===== config.mk =====
export PLATFORM = sky130hd
export DESIGN_NAME = lnrv_csr_debug
export DESIGN_NICKNAME = d
export VERILOG_FILES = /design/src/rtl/lnrv_defines.sv /design/src/rtl/lnrv_csr_debug.sv
export SDC_FILE = /design/constraint.sdc
export NUM_CORES = 1
export LEC_CHECK = 0
export ABC_AREA = 1
export CAP_MARGIN = 20
export CORE_UTILIZATION = 45
export DETAILED_ROUTE_END_ITERATION = 8
export GPL_ROUTABILITY_DRIVEN = 0
export GPL_TIMING_DRIVEN = 0
export PLACE_DENSITY = 0.75
export REMOVE_ABC_BUFFERS = 1
export SLEW_MARGIN = 40
export SYNTH_ARGS = -nofsm -noshare
export SYNTH_HDL_FRONTEND = slang
export SYNTH_SLANG_ARGS = --single-unit

===== constraint.sdc =====
create_clock -name clk -period 2.03 [get_ports clk]
set_input_delay 0.3045 -clock clk [delete_from_list [all_inputs] [get_ports clk]]
set_output_delay 0.3045 -clock clk [all_outputs]
set_load 0.01 [all_outputs]

===== src/rtl/lnrv_defines.sv =====
// Shared lnrv definitions: debug CSR addresses, dcsr field positions, debug FSM states.
package lnrv_defines;

  localparam int unsigned XLEN = 32;
  localparam int unsigned CSR_AW = 12;

  localparam logic [CSR_AW-1:0] CSR_DCSR      = 12'h7B0;
  localparam logic [CSR_AW-1:0] CSR_DPC       = 12'h7B1;
  localparam logic [CSR_AW-1:0] CSR_DSCRATCH0 = 12'h7B2;
  localparam logic [CSR_AW-1:0] CSR_DSCRATCH1 = 12'h7B3;

  localparam int unsigned DCSR_XDEBUGVER_LSB = 28;
  localparam int unsigned DCSR_EBREAKM       = 15;
  localparam int unsigned DCSR_STEPIE        = 11;
  localparam int unsigned DCSR_CAUSE_LSB     = 6;
  localparam int unsigned DCSR_STEP          = 2;
  localparam int unsigned DCSR_PRV_LSB       = 0;

  typedef enum logic [1:0] {
    ST_RUN  = 2'd0,
    ST_DBG  = 2'd1,
    ST_EXIT = 2'd2
  } dbg_state_e;

  // Assemble the architectural dcsr view; prv is hard-wired to machine mode.
  function automatic logic [XLEN-1:0] dcsr_pack(input logic [3:0] xdebugver,
                                                input logic       ebreakm,
                                                input logic       stepie,
                                                input logic [2:0] cause,
                                                input logic       step);
    logic [XLEN-1:0] v;
    v = '0;
    v[DCSR_XDEBUGVER_LSB +: 4] = xdebugver;
    v[DCSR_EBREAKM]            = ebreakm;
    v[DCSR_STEPIE]             = stepie;
    v[DCSR_CAUSE_LSB +: 3]     = cause;
    v[DCSR_STEP]               = step;
    v[DCSR_PRV_LSB +: 2]       = 2'b11;
    return v;
  endfunction

endpackage


===== src/rtl/lnrv_csr_debug.sv =====
// Debug-mode CSRs (dcsr/dpc/dscratch0/1) and the RUN/DBG/EXIT debug-mode sequencer.
module lnrv_csr_debug
  import lnrv_defines::*;
#(
  parameter logic [3:0] DBG_XDEBUGVER = 4'd4
) (
  input  logic                clk,
  input  logic                reset_n,
  input  logic                cmt_dcsr,
  input  logic [XLEN-1:0]     cmt_dpc,
  input  logic [2:0]          cmt_dcause,
  input  logic                dret_req,
  input  logic                csr_rd_en,
  input  logic                csr_wr_en,
  input  logic [CSR_AW-1:0]   csr_addr,
  input  logic [XLEN-1:0]     csr_wdata,
  output logic [XLEN-1:0]     csr_rdata,
  output logic                csr_ill,
  output logic                d_mode,
  output logic                dbg_step,
  output logic                dcsr_ebreakm,
  output logic                dcsr_stepie,
  output logic                dret_flush_req,
  input  logic                dret_flush_ack,
  output logic [XLEN-1:0]     dret_flush_pc
);

  dbg_state_e      state_q;
  dbg_state_e      state_nxt;

  logic [XLEN-1:0] dpc_q;
  logic [XLEN-1:0] dscratch0_q;
  logic [XLEN-1:0] dscratch1_q;
  logic [2:0]      cause_q;
  logic            step_q;

  logic            sel_dcsr;
  logic            sel_dpc;
  logic            sel_ds0;
  logic            sel_ds1;
  logic            csr_hit;
  logic            csr_wr_ok;
  logic            entry;

  assign sel_dcsr = (csr_addr == CSR_DCSR);
  assign sel_dpc  = (csr_addr == CSR_DPC);
  assign sel_ds0  = (csr_addr == CSR_DSCRATCH0);
  assign sel_ds1  = (csr_addr == CSR_DSCRATCH1);
  assign csr_hit  = sel_dcsr | sel_dpc | sel_ds0 | sel_ds1;

  // Writes land only in DBG; EXIT silently blocks them, RUN flags them illegal.
  assign csr_wr_ok = csr_wr_en & csr_hit & (state_q == ST_DBG);
  assign entry     = cmt_dcsr & (state_q == ST_RUN);

  // Next-state logic
  always_comb begin
    state_nxt = state_q;
    unique case (state_q)
      ST_RUN:  if (cmt_dcsr) state_nxt = ST_DBG;
      ST_DBG:  if (dret_req) state_nxt = ST_EXIT;
      ST_EXIT: if (dret_flush_req & dret_flush_ack) state_nxt = ST_RUN;
      default: state_nxt = ST_RUN;
    endcase
  end

  // State register plus registered mode outputs derived from the next state
  always_ff @(posedge clk or negedge reset_n) begin
    if (!reset_n) begin
      state_q        <= ST_RUN;
      d_mode         <= 1'b0;
      dret_flush_req <= 1'b0;
    end else begin
      state_q        <= state_nxt;
      d_mode         <= (state_nxt != ST_RUN);
      dret_flush_req <= (state_nxt == ST_EXIT);
    end
  end

  // CSR storage; entry capture and software writes are mutually exclusive by state
  always_ff @(posedge clk or negedge reset_n) begin
    if (!reset_n) begin
      dpc_q        <= '0;
      dscratch0_q  <= '0;
      dscratch1_q  <= '0;
      cause_q      <= '0;
      step_q       <= 1'b0;
      dcsr_ebreakm <= 1'b0;
      dcsr_stepie  <= 1'b0;
    end else if (entry) begin
      dpc_q   <= cmt_dpc & ~XLEN'(1);
      cause_q <= cmt_dcause;
    end else if (csr_wr_ok) begin
      if (sel_dcsr) begin
        dcsr_ebreakm <= csr_wdata[DCSR_EBREAKM];
        dcsr_stepie  <= csr_wdata[DCSR_STEPIE];
        step_q       <= csr_wdata[DCSR_STEP];
      end
      if (sel_dpc) dpc_q       <= csr_wdata & ~XLEN'(1);
      if (sel_ds0) dscratch0_q <= csr_wdata;
      if (sel_ds1) dscratch1_q <= csr_wdata;
    end
  end

  // Read mux; debug CSRs read as zero outside debug mode
  always_comb begin
    csr_rdata = '0;
    if (d_mode) begin
      if (sel_dcsr) csr_rdata = dcsr_pack(DBG_XDEBUGVER, dcsr_ebreakm, dcsr_stepie,
                                          cause_q, step_q);
      if (sel_dpc)  csr_rdata = dpc_q;
      if (sel_ds0)  csr_rdata = dscratch0_q;
      if (sel_ds1)  csr_rdata = dscratch1_q;
    end
  end

  assign csr_ill = ((csr_rd_en | csr_wr_en) & csr_hit & ~d_mode)
                 | (dret_req & (state_q == ST_RUN));

  assign dbg_step      = step_q & ~d_mode;
  assign dret_flush_pc = dpc_q;

endmodule


==> summary.txt <==
Floorplanning
  – Die ar.: 0.0131 mm²
  – Top Ports: about 160
  – Core Area: 0.0122 mm²
  – Initial core utilization: a little under half
  – Die height: 114 µm
  – Die X: 114 µm
  – Cell Rows: 40

Worst setup path
  – Critical path type: input pin to primary output
  – CP arrival: 1660 ps
  – CP endpoint kind: primary output
  – Startpoint types: input pin
  – Worst path required time: 1730 ps
  – Crit-path slowest cell: clkdlybuf4s15_2
  – Critical Path Fanout Max: 7
  – Worst path max stage delay: 210 ps
  – Critical-path cell list: buf_6 -> inv_2 -> nor2_2 -> nand2_2 -> nor2_4 -> buf_6 -> buf_6 -> o21ai_4 -> nand2_2 -> o211ai_1 -> nand2_1 -> clkdlybuf4s15_2
  – Reg2Reg Depth: 7
  – Most frequent CP cell: buf_6

Global route
  – Total GRT Usage: 28.3%
  – Vias in the first global route: 5389
  – Initial antenna violation count: 0
  – Total global routing overflow: 0
  – Largest net degree at the start of global routing: ~70
  – First-pass GRT wire length: approximately 28 mm

STA
  – Fin worst setup slack: between 60 and 70 ps
  – Final min period: 1960 ps
  – Slew Viols, Final: 0
  – Final Cycle Share: 96.6%
  – Worst-Margin Slew: approximately 500 ps
  – Max_slew headroom: between 60% and 70%
  – Fmax achieved: 0.510 GHz
  – Clock skew: 6.33 ps
  – Worst hold slack: 434 ps
  – # setup viols final: 0
  – Final hold viol count: 0

Cells and area
  – Filler cells: 1043
  – Fraction of layout cells with a size suffix above 1: 19.9%
  – Nets@finish: 1020
  – Most frequent cells in the layout: nand2_1 (173), nor2_1 (116), clkdlybuf4s50_1 (107), dfrtp_1 (105), inv_1 (80)
  – Area growth from synthesis to layout: 42.8%
  – Ant. Diodes: 0
  – Final Util: 66.7%
  – Layout Cells excl Fill: 1107
  – Commonest non-fill, non-tap cell in the layout: nand2_1

Min path
  – Worst hold path class: input pin to asynchronous set/reset pin

Clock network
  – Num CTS Buffers: 9
  – Clk root buf: clkbuf_16
  – CTS tree: yes
  – Clk pin slew, worst setup/hold paths: 70 ps
  – Clk Latency, worst-skew pair: 350 ps
  – Sinks on Clock Net: 105
  – Clock buffer depth: 2
  – H-tree depth: 3

Route
  – WL/cell: between 15 and 20 µm
  – DRT Wirelength: 17.8 mm
  – Via count: 5688
  – Drc violations: 0
  – Antenna Nets Post-Route: 0
  – Initial DRC Count: roughly 410
  – 1st-pass router iterations: 5
  – Via density per instance: 5.14

Yosys
  – Yosys warning count: 0
  – Flop and latch count out of synthesis: 105
  – Synth cell types: 27
  – Synth Instances: 759
  – Post-Syn Area: 0.00569 mm²
  – Sequential share of the synthesized area: 46.2%
  – Avg Cell Area, Syn: 7.49 µm²

Power
  – Leakage: 4.14 nW
  – Tot Pwr: ~6.8 mW
  – Power Dens Cells: 839 mW/mm²
  – Peak VDD IR: 736 µV

Place
  – DP HPWL: 9.39 mm
  – Dpl ws: -1440 ps
  – Cells after DPL: 1040
  – Port Buffer Count: about 150

Outcome
  – Status: complete, no violations

Job
  – Max-cap violations: 0
## through the flow
step / TNS [ps] / instance area [µm²]
after CTS: -12.8 / 8070
after floorplan: -28110 / 5400
after global routing: -4.08 / 8120
after global placement: -559440 / 7150
final: 0 / 8120
after detailed placement: -111960 / 7290
## worst max-delay path: cells and delay by family
family | cells | cell delay (ps)
AOI/OAI and AO/OA | 2 | 200
buffers and inverters | 5 | 590
and+or+nand+nor | 5 | 580
## state kept, by name (all words and copies together) (netlist names)
signal,cells
dcsr_ebreakm,1
dret_flush_pc,31
dret_flush_req,1
dscratch1_q,32
step_q,1
dcsr_stepie,1
state_q,2
d_mode,1
dscratch0_q,32
cause_q,3
## power breakdown
part / total [mW] / internal (mW) / switching [mW]
Clock: 1.65 / 0.862 / 0.786
Combinational: 2.42 / 1.10 / 1.32
Sequential: 2.75 / 2.46 / 0.289
## synth_stat cells
library cell | number | area share [%]
nor2_2 | 4 | 0.44
buf_1 | 1 | 0.066
nand3_4 | 1 | 0.31
or2_1 | 1 | 0.11
nor2_4 | 4 | 0.79
o211ai_1 | 2 | 0.26
buf_2 | 18 | 1.6
a21oi_1 | 37 | 3.3
nand2_2 | 3 | 0.33
inv_1 | 88 | 5.8
nand3_1 | 26 | 2.3
o21ai_0 | 32 | 2.8
o21ai_2 | 31 | 4.8
o2111ai_1 | 1 | 0.15
buf_4 | 6 | 0.79
clkbuf_1 | 11 | 0.73
nand4_4 | 1 | 0.37
nor2_1 | 120 | 7.9
inv_2 | 5 | 0.33
o311ai_0 | 1 | 0.15
o21ai_1 | 42 | 3.7
clkinv_1 | 1 | 0.066
conb_1 | 1 | 0.066
nand2_1 | 182 | 12
nand4_1 | 26 | 2.9
dfrtp_1 | 105 | 46
buf_6 | 9 | 1.8
## logic make-up (layout without fill, tap and decap cells)
group	Yosys count	in the layout	synth area share, %
compound gates	146	146	15.1
buf+inv	139	315	11.2
flops	105	105	46.2
other cells	1	1	0.0660
simple gates	368	372	27.4
## path summary, 6_finish.rpt
kind / startpoint / to / slack (ps)
max: csr_addr[10] / csr_ill / 70
max reg2reg: state_q[1] / dret_flush_pc[1] / 120
min: reset_n / dscratch0_q[16] / 430
min in group clk: dscratch0_q[10] / dscratch0_q[10] / 480
max in group asynchronous: reset_n / dscratch1_q[17] / 980
min reg2reg: dscratch0_q[10] / dscratch0_q[10] / 480
## area by class of cell
cell class              instances  area, µm²  area share [%]
clock inverters                 5       31.3           0.385
well taps                     168        210            2.59
repair inverters                1       6.26          0.0771
inverters                      94        363            4.47
clock buffers                  11        243            2.99
repair buffers                204       2020            24.9
flip-flops and latches        105       2630            32.4
multi-input cells             519       2610            32.2
## routing by layer
layer | track usage (%) | routed length, µm
met3 | 7.36 | 1360
met5 | 0 | 0
met1 | 35.2 | 7510
met4 | 9.70 | 411
met2 | 47.7 | 8550
## repair_timing
item                                   CTS  global route
gates resized for setup                201            36
endpoints found under the hold margin   45             0
gates cloned                             8             3
setup buffers                           38             3
setup endpoints to repair              118            57
pin swaps                               20            20
hold buffers                             1             0
No activity file was read; power rests on OpenSTA's default activity.
